### config.mk
export PLATFORM = sky130hd
export DESIGN_NAME = aes_word_packer_flat
export DESIGN_NICKNAME = d
export VERILOG_FILES = /design/src/rtl/aes_word_packer_if.sv /design/src/rtl/aes_word_packer.sv /design/src/flat_wrapper.sv
export SDC_FILE = /design/constraint.sdc
export NUM_CORES = 1
export LEC_CHECK = 0
export CAP_MARGIN = 20
export CELL_PAD_IN_SITES_DETAIL_PLACEMENT = 0
export CELL_PAD_IN_SITES_GLOBAL_PLACEMENT = 2
export CORE_MARGIN = 2
export CORE_UTILIZATION = 32
export CTS_BUF_LIST = sky130_fd_sc_hd__clkbuf_16
export CTS_CLUSTER_SIZE = 40
export DETAILED_ROUTE_END_ITERATION = 12
export HOLD_SLACK_MARGIN = 0.06
export PLACE_DENSITY = 0.75
export SLEW_MARGIN = 20
export SYNTH_ARGS = -nofsm -noshare
export SYNTH_HDL_FRONTEND = slang
export SYNTH_SLANG_ARGS = --single-unit
### constraint.sdc
create_clock -name clk -period 35.5 [get_ports clk]
set_input_delay 3.55 -clock clk [delete_from_list [all_inputs] [get_ports clk]]
set_output_delay 3.55 -clock clk [all_outputs]
set_load 0.01 [all_outputs]
### src/rtl/aes_word_packer_if.sv
// Word-stream and block-output bundle for aes_word_packer.
// The slave side is the packer; the master side feeds words and drains blocks.
interface aes_word_packer_if #(
    parameter int KEY_LEN  = 128,
    parameter int DATA_LEN = 128,
    parameter int WORD_LEN = 32
);
    logic                word_valid;
    logic                word_ready;
    logic                word_sel;
    logic [WORD_LEN-1:0] word_in;
    logic                data_valid_in;
    logic                data_ready;
    logic [DATA_LEN-1:0] plain_text;
    logic                key_valid_in;
    logic [KEY_LEN-1:0]  cipher_key;
    logic                seq_err;

    modport master (
        output word_valid, word_sel, word_in, data_ready,
        input  word_ready, data_valid_in, plain_text, key_valid_in, cipher_key, seq_err
    );

    modport slave (
        input  word_valid, word_sel, word_in, data_ready,
        output word_ready, data_valid_in, plain_text, key_valid_in, cipher_key, seq_err
    );
endinterface

### src/rtl/aes_word_packer.sv
// Packs 32-bit words into 128-bit AES data blocks and keys; data goes through
// an assembly buffer and an output register, and is held until a key is loaded.
module aes_word_packer #(
    parameter int KEY_LEN  = 128,
    parameter int DATA_LEN = 128,
    parameter int WORD_LEN = 32
) (
    input  logic             clk,
    input  logic             reset,
    aes_word_packer_if.slave bus
);
    localparam int NWORDS = DATA_LEN / WORD_LEN;

    typedef enum logic [1:0] {IDLE, FILL_DATA, FILL_KEY} state_e;

    state_e              state_q;
    logic [1:0]          cnt_q;
    logic                seq_err_q;

    logic [DATA_LEN-1:0] dbuf_q, dbuf_d;
    logic                pend_q, pend_d;
    logic [DATA_LEN-1:0] pt_q, pt_d;
    logic                dv_q, dv_d;

    logic [KEY_LEN-1:0]  kbuf_q, kbuf_d;
    logic [KEY_LEN-1:0]  key_q, key_d;
    logic                key_vld_q, key_vld_d;
    logic                key_loaded_q, key_loaded_d;

    logic                accept;
    logic                sel_match;
    logic [1:0]          slot;
    logic                group_done;
    logic                data_done;
    logic                key_done;
    logic                drain;
    logic                out_free;

    function automatic logic [DATA_LEN-1:0] put_word(input logic [DATA_LEN-1:0] blk,
                                                     input logic [1:0]          idx,
                                                     input logic [WORD_LEN-1:0] w);
        logic [DATA_LEN-1:0] r;
        r = blk;
        for (int i = 0; i < NWORDS; i++) begin
            if (idx == 2'(i)) r[DATA_LEN-1-i*WORD_LEN -: WORD_LEN] = w;
        end
        return r;
    endfunction

    // A pending data block only stalls data words; key words keep flowing so a
    // late key can release the stalled block.
    assign bus.word_ready = ~pend_q | bus.word_sel;

    assign accept     = bus.word_valid & bus.word_ready;
    assign sel_match  = (state_q == FILL_DATA && !bus.word_sel) ||
                        (state_q == FILL_KEY  &&  bus.word_sel);
    assign slot       = sel_match ? cnt_q : 2'd0;
    assign group_done = accept && sel_match && (cnt_q == 2'(NWORDS - 1));
    assign data_done  = group_done && !bus.word_sel;
    assign key_done   = group_done &&  bus.word_sel;
    assign drain      = dv_q & bus.data_ready;
    assign out_free   = ~dv_q | drain;

    always_ff @(posedge clk or posedge reset) begin
        if (reset) begin
            state_q   <= IDLE;
            cnt_q     <= 2'd0;
            seq_err_q <= 1'b0;
        end else begin
            seq_err_q <= accept && (state_q != IDLE) && !sel_match;
            if (accept) begin
                if (group_done) begin
                    state_q <= IDLE;
                    cnt_q   <= 2'd0;
                end else begin
                    state_q <= bus.word_sel ? FILL_KEY : FILL_DATA;
                    cnt_q   <= slot + 2'd1;
                end
            end
        end
    end

    always_comb begin
        dbuf_d       = dbuf_q;
        kbuf_d       = kbuf_q;
        pend_d       = pend_q;
        pt_d         = pt_q;
        dv_d         = dv_q & ~drain;
        key_d        = key_q;
        key_vld_d    = key_done;
        key_loaded_d = key_loaded_q | key_done;

        if (accept && !bus.word_sel) dbuf_d = put_word(dbuf_q, slot, bus.word_in);
        if (accept &&  bus.word_sel) kbuf_d = put_word(kbuf_q, slot, bus.word_in);

        // Second stage: the output register takes a block whenever it is empty or
        // emptying this cycle, which keeps back-to-back blocks bubble-free.
        if (pend_q) begin
            if (key_loaded_q && out_free) begin
                pt_d   = dbuf_q;
                dv_d   = 1'b1;
                pend_d = 1'b0;
            end
        end else if (data_done) begin
            if (key_loaded_q && out_free) begin
                pt_d = dbuf_d;
                dv_d = 1'b1;
            end else begin
                pend_d = 1'b1;
            end
        end

        if (key_done) key_d = kbuf_d;
    end

    always_ff @(posedge clk or posedge reset) begin
        if (reset) begin
            dbuf_q       <= '0;
            kbuf_q       <= '0;
            pend_q       <= 1'b0;
            pt_q         <= '0;
            dv_q         <= 1'b0;
            key_q        <= '0;
            key_vld_q    <= 1'b0;
            key_loaded_q <= 1'b0;
        end else begin
            dbuf_q       <= dbuf_d;
            kbuf_q       <= kbuf_d;
            pend_q       <= pend_d;
            pt_q         <= pt_d;
            dv_q         <= dv_d;
            key_q        <= key_d;
            key_vld_q    <= key_vld_d;
            key_loaded_q <= key_loaded_d;
        end
    end

    assign bus.plain_text    = pt_q;
    assign bus.data_valid_in = dv_q;
    assign bus.cipher_key    = key_q;
    assign bus.key_valid_in  = key_vld_q;
    assign bus.seq_err       = seq_err_q;
endmodule
### src/flat_wrapper.sv
// flat-port wrapper written by rule: the top's interface ports become plain ports
module aes_word_packer_flat 
#(
    parameter int KEY_LEN  = 128,
    parameter int DATA_LEN = 128,
    parameter int WORD_LEN = 32
)
  (clk, reset, bus_word_valid, bus_word_sel, bus_word_in, bus_data_ready, bus_word_ready, bus_data_valid_in, bus_plain_text, bus_key_valid_in, bus_cipher_key, bus_seq_err);
  aes_word_packer_if #(.KEY_LEN(KEY_LEN), .DATA_LEN(DATA_LEN), .WORD_LEN(WORD_LEN)) bus_i ();
  input  logic clk;
  input  logic reset;
  input wire logic [$bits(bus_i.word_valid)-1:0] bus_word_valid;
  input wire logic [$bits(bus_i.word_sel)-1:0] bus_word_sel;
  input wire logic [$bits(bus_i.word_in)-1:0] bus_word_in;
  input wire logic [$bits(bus_i.data_ready)-1:0] bus_data_ready;
  output wire logic [$bits(bus_i.word_ready)-1:0] bus_word_ready;
  output wire logic [$bits(bus_i.data_valid_in)-1:0] bus_data_valid_in;
  output wire logic [$bits(bus_i.plain_text)-1:0] bus_plain_text;
  output wire logic [$bits(bus_i.key_valid_in)-1:0] bus_key_valid_in;
  output wire logic [$bits(bus_i.cipher_key)-1:0] bus_cipher_key;
  output wire logic [$bits(bus_i.seq_err)-1:0] bus_seq_err;
  assign bus_i.word_valid = bus_word_valid;
  assign bus_i.word_sel = bus_word_sel;
  assign bus_i.word_in = bus_word_in;
  assign bus_i.data_ready = bus_data_ready;
  assign bus_word_ready = bus_i.word_ready;
  assign bus_data_valid_in = bus_i.data_valid_in;
  assign bus_plain_text = bus_i.plain_text;
  assign bus_key_valid_in = bus_i.key_valid_in;
  assign bus_cipher_key = bus_i.cipher_key;
  assign bus_seq_err = bus_i.seq_err;
  aes_word_packer #(.KEY_LEN(KEY_LEN), .DATA_LEN(DATA_LEN), .WORD_LEN(WORD_LEN)) u_core (.clk(clk), .reset(reset), .bus(bus_i));
endmodule
# Word-level counts from Yosys, hierarchy flattened
# Index checks and enable logic that the tools add are counted.
op_classes:
  n_bitwise: 9
  mux: 24
  n_eq_ne: 8
  add_sub_neg: 1
  reduce_logical: 18
ops:
  columns: ["op", "n"]
  rows:
  - ["$mux 128", 6]
  - ["$mux 32", 8]
  - ["$logic_and 1x1->1", 11]
  - ["$eq 2x2->1 const B", 4]
  - ["$mux 2", 4]
  - ["$mux 1", 6]
  - ["$eq 2x1->1 const B", 2]
  - ["$ne 2x2->1 const B", 2]
  - ["$reduce_bool 2->1", 2]
  - ["$and 1x1->1", 3]
  - ["$not 1->1", 3]
  - ["$or 1x1->1", 3]
  - ["$reduce_and 3->1", 1]
  - ["$add 2x1->2 const B", 1]
  - ["$logic_not 1->1", 2]
  - ["$logic_not 2->1", 1]
  - ["$logic_or 1x1->1", 1]
word_totals:
  register_bits: 521

# Depth between registers and ports, before layout
depth:
  word_depth: 10
  mapped_depth: 11
  ltp_nobuf: 7

# Least setup slack after synthesis
# OpenSTA, ideal clock, no wires.
synth_timing:
  path_kind: "input port to output port"
  from: "input port bus_word_sel"
  to: "output port bus_word_ready"
  t_required_ns: 31.950
  arrival_time_ns: 4.051
  cell_stages: 3
  path_slack_ns: 27.899
  cell_sequence: "buf_4 > buf_4 > nand2b_1"
synth_between:
  elab_chain_len: 1
synth_rtl:
  columns: ["element", "line_no", "text"]
  rows:
  - ["start, declared", "flat_wrapper.sv:13", "input wire logic [$bits(bus_i.word_sel)-1:0] bus_word_sel;"]
  - ["$or 1x1->1", "aes_word_packer.sv:52", "assign bus.word_ready = ~pend_q | bus.word_sel;"]
  - ["end, declared", "flat_wrapper.sv:16", "output wire logic [$bits(bus_i.word_ready)-1:0] bus_word_ready;"]
# Every way passes these cells.

# Worst setup path in the final report
# Same ends and word-level chain as after synthesis.

==> metrics.yaml <==
global_route:
  grt_pass1_vias: 11500
  grt_use_total: 0.150
  grt_first_pass_wirelength_um: 72700
  grt.overflow.total: 0
  grt_max_degree: 132
  antenna_found_initial: 0
synthesis:
  synthCells: 1146
  yosysUniqueCellTypes: 31
  yosys_warnings: 0
  synth.yosys.seq_area_share: 0.661
  syn_nets: 1191
  syn-cell-area_um2: 19700
  synth_area_per_cell_um2: 17.2
  ys_seq_elements: 521
placement:
  gp_congestion: 0.737
  port_buffers: 296
  dpl-instance-area_um2: 23500
  dp_cells: 2189
  hpwlAfterDp_um: 29600
layout:
  fill_cells: 5615
  area_growth_pct: 27.5
  final_area_um2: 25200
  antenna_cells: 0
  nNetsFinal: 1502
  fin_cells: 2291
  final_common_cell: "dfrtp_1"
  layout-drive-gt1-share: 0.331
  layout_common_cells: "521 x dfrtp_1, 372 x mux2_2, 296 x clkdlybuf4s50_1"
setup_path:
  worstPathArrival_ns: 5.45
  r2r_slack_ns: 32.28
  r2r_cells: 8
  required_ns: 31.95
  crit_fanout: 19
  r2r-end: "u_core.bus.cipher_key[42]"
  cp-start-kind: "input port"
  r2r-start: "u_core.state_q[0]"
  worstSetupEndpointType: "primary output"
  path_class: "input port to primary output"
timing:
  hold_violations: 0
  setup_viol: 0
  maxSlewHeadroom: 0.345
  tns_ns: 0
  fin_crit_ns: 9.00
  max_freq_ghz: 0.111
  worst_slew_pin_slew_ns: 0.982
  skew_ns: 0.0174
  rsz0062_at_grt: "false"
  whs_ns: 0.478
  drv_slew: 0
  fin_crit_sh: 0.253
flow_run:
  maxCapViolations: 0
pwr:
  p_leak_nw: 11.8
  cellPowerDensity_nw_per_um2: 69.1
  p_total_mw: 1.74
  irDropWorstVdd_mv: 0.0389
floorplanning:
  core_um2: 61400
  fp.dieH_um: 252
  ios: 297
  die_w_um: 252
  die-area_um2: 63700
  rows: 91
  initial_core_util: 0.321
hold_path:
  whs_path_depth: 1
  min_to: "u_core.dbuf_q[97]"
  min-delay-start: "u_core.dbuf_q[97]"
  hold_class: "flop to flop"
clock_tree:
  postCtsResizedCells: 0
  cts.sinks: 521
  clock_latency_ns: 0.60
  clk_pin_slew_worst_paths_ns: 0.06
  cts_tree: "yes"
  numCtsBuffers: 56
  post-cts-setup-buffers: 0
  cts_hold_buffers: 0
  h-tree-depth: 2
  root_buffer: "clkbuf_16"
  clockBufferDepth: 3
outcome:
  status: "complete, no violations"
route:
  firstDrtPassIters: 4
  viasPerCell: 4.62
  drc_errors: 0
  routedWlPerCell_um: 20.7
  drtAntennaViolNets: 0
  wirelength_um: 47500
  vias: 10600
  dr.first_iter.drc_count: 374
==> critical path, stage by stage <==
cell and delay (ns):
clkdlybuf4s50_1 1.09, nand2b_1 0.25, clkdlybuf4s50_1 0.56
==> synth_stat cells, drive strengths merged <==
master,number,share of area
o2111a,1,0.00057
nor2b,1,0.00032
ha,8,0.0051
inv,4,0.00076
nor4bb,4,0.0020
buf,56,0.021
nand3b,2,0.00076
nor3b,1,0.00038
nand2b,2,0.00063
a31oi,1,0.00032
a21bo,1,0.00051
a21oi,3,0.00076
o2bb2ai,3,0.0013
nand3,7,0.0025
a21o,1,0.00038
and2,1,0.00032
dfrtp,521,0.66
nor4,1,0.00063
or3b,1,0.00044
or2,1,0.00032
nor2,1,0.00019
mux2,513,0.30
and4bb,1,0.00063
clkbuf,4,0.00076
o21ai,1,0.00025
nand2,6,0.0011
==> worst max-delay path by stage <==
stage | start | end | slack [ns] | cells past startpoint
finish | bus_word_sel | bus_word_ready | 26.50 | 3
global route | bus_word_sel | bus_word_ready | 26.40 | 3
CTS | bus_word_sel | bus_word_ready | 26.50 | 3
detailed placement | bus_word_sel | bus_word_ready | 26.50 | 3
global placement | bus_word_sel | bus_word_ready | 26.51 | 3
floorplan | reset | u_core.bus.cipher_key[0] | 17.40 | 1
==> where the power goes <==
group / switching (mW) / internal, mW / total, mW
Clock: 0.234 / 0.303 / 0.537
Sequential: 0.0573 / 0.750 / 0.807
Combinational: 0.164 / 0.230 / 0.394
==> stage by stage <==
stage | worst slack (ns) | utilization
2_1_floorplan | 17.40 | -
3_3_place_gp | 26.51 | 0.382
5_1_grt | 26.40 | 0.410
6_report | 26.50 | 0.410
3_5_place_dp | 26.50 | 0.382
4_1_cts | 26.50 | 0.410
==> area by class of cell <==
type,instances,area [µm²],share of cell area
clock inverter,45,255,0.0101
timing repair buffer,313,3110,0.123
clock buffer,57,1430,0.0567
inverter,4,22.5,0.000895
multi-input combinational,561,6320,0.251
sequential,521,13000,0.518
tap,790,988,0.0393
==> per-layer routing <==
layer,track usage,vias to the layer above,wire length (µm)
li1,-,4673,-
met1,0.189,5611,20500
met2,0.246,238,22700
met3,0.0493,67,3330
met4,0.0407,0,977
met5,0,-,0
==> logic make-up (layout without fill, tap and decap cells) <==
group | Yosys count | count (layout) | synth area share
AOI/OAI and AO/OA | 11 | 11 | 0.00412
adders and majority gates | 8 | 8 | 0.00507
and+or+nand+nor | 29 | 29 | 0.0103
DFF | 521 | 521 | 0.661
muxes | 513 | 513 | 0.297
buffers and inverters | 64 | 419 | 0.0230
==> sequential cells by signal (all words and copies together), names as in the netlist <==
| register | cells |
|---|---|
| u_core.bus.key_valid_in | 1 |
| u_core.bus.plain_text | 128 |
| u_core.key_loaded_q | 1 |
| u_core.dbuf_q | 128 |
| u_core.kbuf_q | 128 |
| u_core.state_q | 2 |
| u_core.bus.cipher_key | 128 |
| u_core.bus.seq_err | 1 |
| u_core.cnt_q | 2 |
| u_core.pend_q | 1 |
| u_core.bus.data_valid_in | 1 |
Power figures use the tool's default switching activity.
